File: src/rtl/tx_arbiter64.sv
// tx_arbiter64: round-robin arbiter that hands 64-bit words from NREQ
// requesters to the transceiver. It retries each word on a lost acknowledge
// and gives up after MAX_RETRY re-issues.
module tx_arbiter64 #(
  parameter int NREQ      = 4,
  parameter int TIMEOUT   = 4096,
  parameter int MAX_RETRY = 3,
  parameter int CNT_W     = 16
) (
  input  logic                               clock,
  input  logic                               reset,
  input  logic [NREQ-1:0]                    req,
  input  logic [64*NREQ-1:0]                 req_data,
  output logic [NREQ-1:0]                    grant,
  output logic [NREQ-1:0]                    ack,
  output logic [NREQ-1:0]                    nack,
  output logic                               busy,
  output logic                               tx_wr,
  output logic [63:0]                        tx_data,
  input  logic                               tx_done,
  output logic [$clog2(MAX_RETRY+1)-1:0]     retry_cnt
);

  localparam int IDX_W = $clog2(NREQ);
  localparam int RW    = $clog2(MAX_RETRY + 1);

  typedef enum logic [1:0] {S_IDLE, S_ISSUE, S_WAIT} state_t;

  state_t state, next_state;

  logic [IDX_W-1:0] cur, cur_d;
  logic [IDX_W-1:0] last_grant, last_grant_d;
  logic [CNT_W-1:0] timer, timer_d;
  logic [NREQ-1:0]  grant_d, ack_d, nack_d;
  logic             busy_d, tx_wr_d;
  logic [63:0]      tx_data_d;
  logic [RW-1:0]    retry_d;

  logic             win_found;
  logic [IDX_W-1:0] win_idx;
  logic [IDX_W-1:0] cand;
  logic             timed_out;

  assign timed_out = (timer == CNT_W'(TIMEOUT - 1));

  // Rotating priority search: the requester just after last_grant goes first.
  always_comb begin
    win_found = 1'b0;
    win_idx   = '0;
    cand      = '0;
    for (int k = 1; k <= NREQ; k++) begin
      cand = IDX_W'((int'(last_grant) + k) % NREQ);
      if (!win_found && req[cand]) begin
        win_found = 1'b1;
        win_idx   = cand;
      end
    end
  end

  // State register; reset abandons any in-flight word silently.
  always_ff @(posedge clock or posedge reset) begin
    if (reset) state <= S_IDLE;
    else       state <= next_state;
  end

  // Next state: one ISSUE cycle per write, then wait for done or timeout.
  always_comb begin
    next_state = state;
    unique case (state)
      S_IDLE:  if (win_found) next_state = S_ISSUE;
      S_ISSUE: next_state = S_WAIT;
      S_WAIT: begin
        if (tx_done)                                next_state = S_IDLE;
        else if (timed_out && retry_cnt < RW'(MAX_RETRY)) next_state = S_ISSUE;
        else if (timed_out)                         next_state = S_IDLE;
      end
      default: next_state = S_IDLE;
    endcase
  end

  // Next values for the registered outputs and datapath; tx_done beats timeout.
  always_comb begin
    cur_d        = cur;
    last_grant_d = last_grant;
    timer_d      = timer;
    grant_d      = grant;
    ack_d        = '0;
    nack_d       = '0;
    tx_data_d    = tx_data;
    retry_d      = retry_cnt;
    tx_wr_d      = 1'b0;
    busy_d       = (next_state != S_IDLE);
    unique case (state)
      S_IDLE: begin
        if (win_found) begin
          cur_d            = win_idx;
          grant_d          = '0;
          grant_d[win_idx] = 1'b1;
          tx_data_d        = req_data[64*win_idx +: 64];
          retry_d          = '0;
          timer_d          = '0;
          tx_wr_d          = 1'b1;
        end
      end
      S_ISSUE: begin
        timer_d = '0;
      end
      S_WAIT: begin
        if (tx_done) begin
          ack_d[cur]   = 1'b1;
          grant_d      = '0;
          last_grant_d = cur;
        end else if (timed_out && retry_cnt < RW'(MAX_RETRY)) begin
          retry_d = retry_cnt + RW'(1);
          timer_d = '0;
          tx_wr_d = 1'b1;
        end else if (timed_out) begin
          nack_d[cur]  = 1'b1;
          grant_d      = '0;
          last_grant_d = cur;
        end else begin
          timer_d = timer + CNT_W'(1);
        end
      end
      default: ;
    endcase
  end

  // Output and datapath registers; last_grant resets so requester 0 wins first.
  always_ff @(posedge clock or posedge reset) begin
    if (reset) begin
      cur        <= '0;
      last_grant <= IDX_W'(NREQ - 1);
      timer      <= '0;
      grant      <= '0;
      ack        <= '0;
      nack       <= '0;
      busy       <= 1'b0;
      tx_wr      <= 1'b0;
      tx_data    <= '0;
      retry_cnt  <= '0;
    end else begin
      cur        <= cur_d;
      last_grant <= last_grant_d;
      timer      <= timer_d;
      grant      <= grant_d;
      ack        <= ack_d;
      nack       <= nack_d;
      busy       <= busy_d;
      tx_wr      <= tx_wr_d;
      tx_data    <= tx_data_d;
      retry_cnt  <= retry_d;
    end
  end

endmodule
File: config.mk
export PLATFORM = sky130hd
export DESIGN_NAME = tx_arbiter64
export DESIGN_NICKNAME = d
export VERILOG_FILES = /design/src/rtl/tx_arbiter64.sv
export SDC_FILE = /design/constraint.sdc
export NUM_CORES = 1
export LEC_CHECK = 0
export CAP_MARGIN = 25
export CORE_AREA = 2 2 133 135
export CTS_BUF_LIST = sky130_fd_sc_hd__clkbuf_16
export DETAILED_ROUTE_END_ITERATION = 10
export DIE_AREA = 0 0 135 137
export PLACE_DENSITY = 0.7
export SLEW_MARGIN = 5
export SYNTH_ARGS = -nofsm -noshare
export SYNTH_HDL_FRONTEND = slang
export SYNTH_SLANG_ARGS = --single-unit
File: constraint.sdc
create_clock -name clock -period 10 [get_ports clock]
set_input_delay 2 -clock clock [delete_from_list [all_inputs] [get_ports clock]]
set_output_delay 2 -clock clock [all_outputs]
set_load 0.01 [all_outputs]
# After elaboration in Yosys (flattened, before gate mapping)
# Index checks and enable logic that the tools add are counted.
word_totals:
  regBits: 102
  word_cells: 108
  input_bits: 263
classes:
  n_addsub: 6
  shift: 1
  reduce_logical: 19
  mux: 52
  order_cmp: 9
  n_eq_ne: 10
ops:
  columns: ["operator", "count"]
  rows:
  - ["256-bit by 9-bit variable part select with 64-bit output", 1]
  - ["16-bit two-way mux", 4]
  - ["16-bit case mux with 3 select lines", 1]
  - ["4-bit two-way mux", 10]
  - ["2-bit two-way mux", 14]
  - ["2-bit by 3-bit < comparator with 1-bit output, second input constant", 6]
  - ["16-bit by 1-bit adder with 16-bit output, second input constant", 1]
  - ["16-bit by 12-bit == test with 1-bit output, second input constant", 1]
  - ["1-bit two-way mux", 13]
  - ["4-bit AND reduction", 3]
  - ["3-bit inequality test, second input constant", 3]
  - ["1-bit binary-select mux with 2-bit select", 4]
  - ["2-bit inequality test, second input constant", 4]
  - ["4-bit case mux with 2 select lines", 1]
  - ["2-bit by 1-bit adder with 2-bit output, second input constant", 3]
  - ["1-bit logical AND", 6]
  - ["2-bit case mux with 3 select lines", 1]
  - ["2-bit nonzero test", 3]
  - ["2-bit adder, second input constant", 2]
  - ["1-bit demux with 2-bit select", 2]
  - ["2-bit by 1-bit greater-or-equal comparator with 1-bit output, second input constant", 2]
  - ["2-bit case mux with 2 select lines", 1]
  - ["1-bit zero test", 3]
  - ["3-bit AND reduction", 1]
  - ["other kinds (7)", 7]

# Depth between registers and ports, before layout
logic_depth:
  depth_word: 19
  depth_mapped: 8
  mapped_depth_nobuf: 6

# Least setup slack after synthesis
# OpenSTA, ideal clock, no wires.
synth_timing:
  path_type: "input -> register"
  start: "input req[3]"
  end: "register tx_data[1]"
  slack_ns: 6.381
  stages: 8
  required_time_ns: 9.858
  t_arrival_ns: 3.476
  n_path_buf: 3
  path_cell_list: "nand2b_1 > o21ai_0 > a211oi_1 > clkbuf_1 > buf_2 > buf_1 > mux2i_1 > o221ai_1"
synth_between:
  elab_chain_len: 13
  word_cells_on_any_way: 24
  classes_between: "shift: 1; mux: 16; reduce/logical: 7"
synth_rtl:
  columns: ["element", "line", "source"]
  rows:
  - ["start, declared", "12", "input logic [NREQ-1:0] req,"]
  - ["1-bit binary-select mux with 2-bit select", "53", "if (!win_found && req[cand]) begin"]
  - ["1-bit two-way mux (implied by the code)", "53", null]
  - ["1-bit two-way mux", "53", null]
  - ["1-bit zero test", "53", null]
  - ["1-bit logical AND", "53", null]
  - ["1-bit two-way mux", "53", null]
  - ["1-bit zero test", "53", null]
  - ["1-bit logical AND", "53", null]
  - ["1-bit two-way mux", "53", null]
  - ["1-bit zero test", "53", null]
  - ["1-bit logical AND", "53", null]
  - ["2-bit two-way mux / 1-bit two-way mux (equally long branches)", "53", null]
  - ["256-bit by 9-bit variable part select with 64-bit output / 2-bit AND reduction (equally long branches)", null, null]
  - ["end signal, assigned", "151", "tx_data <= tx_data_d;"]
  - ["end, declared", "19", "output logic [63:0] tx_data,"]
# Parallel ways exist; a longest one is shown, timed or not. The select of a mux whose other input is x is not followed.
# A chain may end at the register's enable or synchronous reset.

# Final worst setup path
layout_timing:
  start: "input req[3]"
  end: "register tx_data[45]"
# Same word-level chain as after synthesis.

==> impl_metrics.yaml <==
synth:
  synthCells: 566
  synth_area_mm2: 0.00577
  synth_fp_nets: 831
  syn_area_per_cell_um2: 10.2
  ys_seq_area_share_pct: 44.3
  synth_top_flop_cell: "dfrtp_1"
  synth_cell_types: 45
  async_flop_share_pct: 100
  yosysTopAreaCell: "dfrtp_1"
  synth_warnings: 0
  ys_top_cells_by_area: "dfrtp_1 (43%), mux2i_1 (22%), o221ai_1 (9.7%), nand2_1 (5.6%), clkbuf_1 (2.0%)"
  ys_ff_latch: 102
  synth-edff-count: 0
  netlist.area_leader.share_pct: 43.4
clock_network:
  h-tree-depth: 3
  clock-root-buffer: "clkbuf_16"
  cts_tree: "built"
  numCtsBuffers: 9
  postCtsSetupRepairBufs: 0
  insertion_delay_ns: 0.35
  cts_resized: 0
  cts_buffer_depth: 2
  clk_pin_slew_ns: 0.07
  cts.sinks: 102
  holdBufCountCts: 0
route:
  drt_iter0_markers: 360
  first_pass_iters: 5
  vias: 5921
  drc: 0
  vias_per_cell: 5.33
  routed_wl_mm: 23.3
  ant_nets: 0
  wl_per_cell_um: 21.0
cells_and_area:
  area_growth_pct: 67.7
  final_util_pct: 56.7
  nets: 1145
  drive_gt1_share_pct: 3.73
  diodes: 0
  fillers: 1546
grt:
  antenna_found_initial: 0
  grt_first_pass_wirelength_mm: 33.5
  grt_pass1_vias: 5721
  grt_max_degree: 115
  grtUsageTotal_pct: 24.2
  globalRouteOverflowTotal: 0
sta:
  final_max_slew_viol_count: 0
  min_period_ns: 4.57
  tightestPinTransition_ns: 0.922
  setup_violations: 0
  fin_setup_tns_ns: 0
  final-hold-violation-count: 0
  finClkSkew_ns: 0.00814
  timing.hold.ws_ns: 0.488
  maxSlewHeadroom_pct: 38.5
  rsz0062_at_grt: "no"
  fmax_mhz: 219
  period_share_pct: 45.7
setup_path:
  critPathKind: "in2reg"
  worstPathMaxFanout: 39
  cp_num_buf_inv: 2
  rrSetupSlack_ns: 7.42
  worst_path_largest_cell_delay_ns: 0.76
  start_kind: "input pin"
  critPathSlowestCell: "nor4_1"
  r2r_end: "tx_data[3]"
  rr_worst_depth: 6
  cp_cell_sequence: "clkdlybuf4s50_1 -> nor4_1 -> nor3_1 -> nand2_2 -> buf_4 -> o221ai_1"
  crit_arrival_ns: 4.77
  reg2reg_from: "last_grant[0]"
  worstSetupEndpointType: "flop"
  required_ns: 10.20
  cpLargestDelayFamily: "simple AND/OR/NAND/NOR gates"
outcome:
  status: "completed"
placement:
  numPortBuffers: 342
  gp_congestion: 0.895
  post-dp-hpwl_mm: 18.0
pwr:
  leakage_nw: 4.04
  p_per_area_mw_per_mm2: 240
  ir_drop_mv: 0.254
die:
  start_util_pct: 33.8
  die-width_um: 135
  io_pins: 343
  core_mm2: 0.0171
  rows: 48
  die_h_um: 137
  die_area_mm2: 0.0185
hold_path:
  hold_end: "tx_data[39]"
  hp-class: "reg2reg"
  hp-start: "tx_data[39]"
  hold_depth: 2
run:
  cap_viol_max_count: 0
## worst reg2reg max path: stages (launching register included)
cell and delay, ns:
dfstp_2 0.54, nand2b_1 0.12, o21ai_0 0.15, a211oi_4 0.33, buf_12 0.49, mux2i_1 0.65
o221ai_1 0.16
## stage by stage
stage          area, um2  total power [W]  worst slack (ns)  instances
2_1_floorplan       5770          0.00137              5.33        566
3_3_place_gp        9370          0.00195              5.16       1094
3_5_place_dp        9370          0.00196              5.06       1094
4_1_cts             9670          0.00234              5.43       1110
5_1_grt             9670          0.00246              5.19       1110
6_report            9670          0.00232              5.43       1110
## per-layer routing
layer / part of all wire, % / global-route usage (%) / wire, um
met2: 48 / 39.2 / 11200
met1: 41 / 31.1 / 9470
met4: 2.4 / 7.75 / 570
met3: 8.7 / 7.19 / 2030
met5: 0 / 0 / 0
## cell type report
cell class              count  area, um2  share of cell area [%]
clock buffers               9        225                    2.33
clock inverters             7       80.1                   0.828
well taps                 225        282                    2.91
repair buffers            348       3480                    36.0
inverters                   9       36.3                   0.375
multi-input cells         410       3010                    31.2
flip-flops and latches    102       2550                    26.4
## Yosys cell counts, types with 3 or more instances
cell and count:
a21oi_1 13, a31oi_1 11, and3_1 4, and4_1 3, buf_1 5, buf_2 8, clkbuf_1 31, dfrtp_1 100
inv_1 9, mux2i_1 128, nand2_1 86, nand2b_1 7, nand3_1 9, nand4_1 5, nor2_1 17, nor3_1 6
o21a_1 4, o21ai_0 16, o221ai_1 64, o31a_1 3
## layout by cell type, fill, tap and decap left out, drive strengths merged, types with 2 or more instances in the layout
master	netlist	routed
clkdlybuf4s50	0	342
mux2i	128	128
dfrtp	100	100
nand2	86	86
o221ai	64	64
nor2	17	17
o21ai	17	17
a21oi	13	13
a31oi	11	11
inv	9	11
nand3	9	9
clkbuf	31	9
nand2b	7	7
nor3	6	6
buf	14	6
nand4	5	5
o21a	4	4
and3	4	4
and4	3	3
o31a	3	3
o211ai	2	2
or3	2	2
a32o	2	2
o2bb2ai	2	2
mux2	2	2
nor4	2	2
a21o	2	2
or4	2	2
o31ai	2	2
a41oi	2	2
ha	2	2
clkinv	0	2
clkinvlp	0	2
dfstp	2	2
## registers in the layout, indices dropped and copies added (netlist names)
signal	cells
busy	1
tx_data	64
tx_wr	1
ack	4
state	2
cur	2
retry_cnt	2
last_grant	2
grant	4
timer	16
nack	4
## cells by family (layout without fill, tap and decap cells)
family,count (synthesis),count (layout),synth area share (%)
DFF,102,102,44.3
muxes,130,130,22.6
adders and majority gates,2,2,0.434
and+or+nand+nor,147,147,11.4
AOI/OAI and AO/OA,131,131,17.5
buffers and inverters,54,373,3.82
## power breakdown
group	switching (W)	internal, W
Sequential	0.000105	0.000576
Clock	0.000170	0.000197
Combinational	0.000645	0.000631
Total	0.000920	0.00140
## worst max-delay path by stage
stage / start / to / slack [ns] / cells after the start
floorplan: reset / ack[0] / 5.33 / 1
global placement: req[3] / tx_data[44] / 5.16 / 6
detailed placement: req[3] / tx_data[29] / 5.06 / 6
CTS: req[3] / tx_data[29] / 5.43 / 6
global route: req[3] / tx_data[26] / 5.19 / 6
finish: req[3] / tx_data[45] / 5.43 / 6
(Power assumes the default switching activity.)
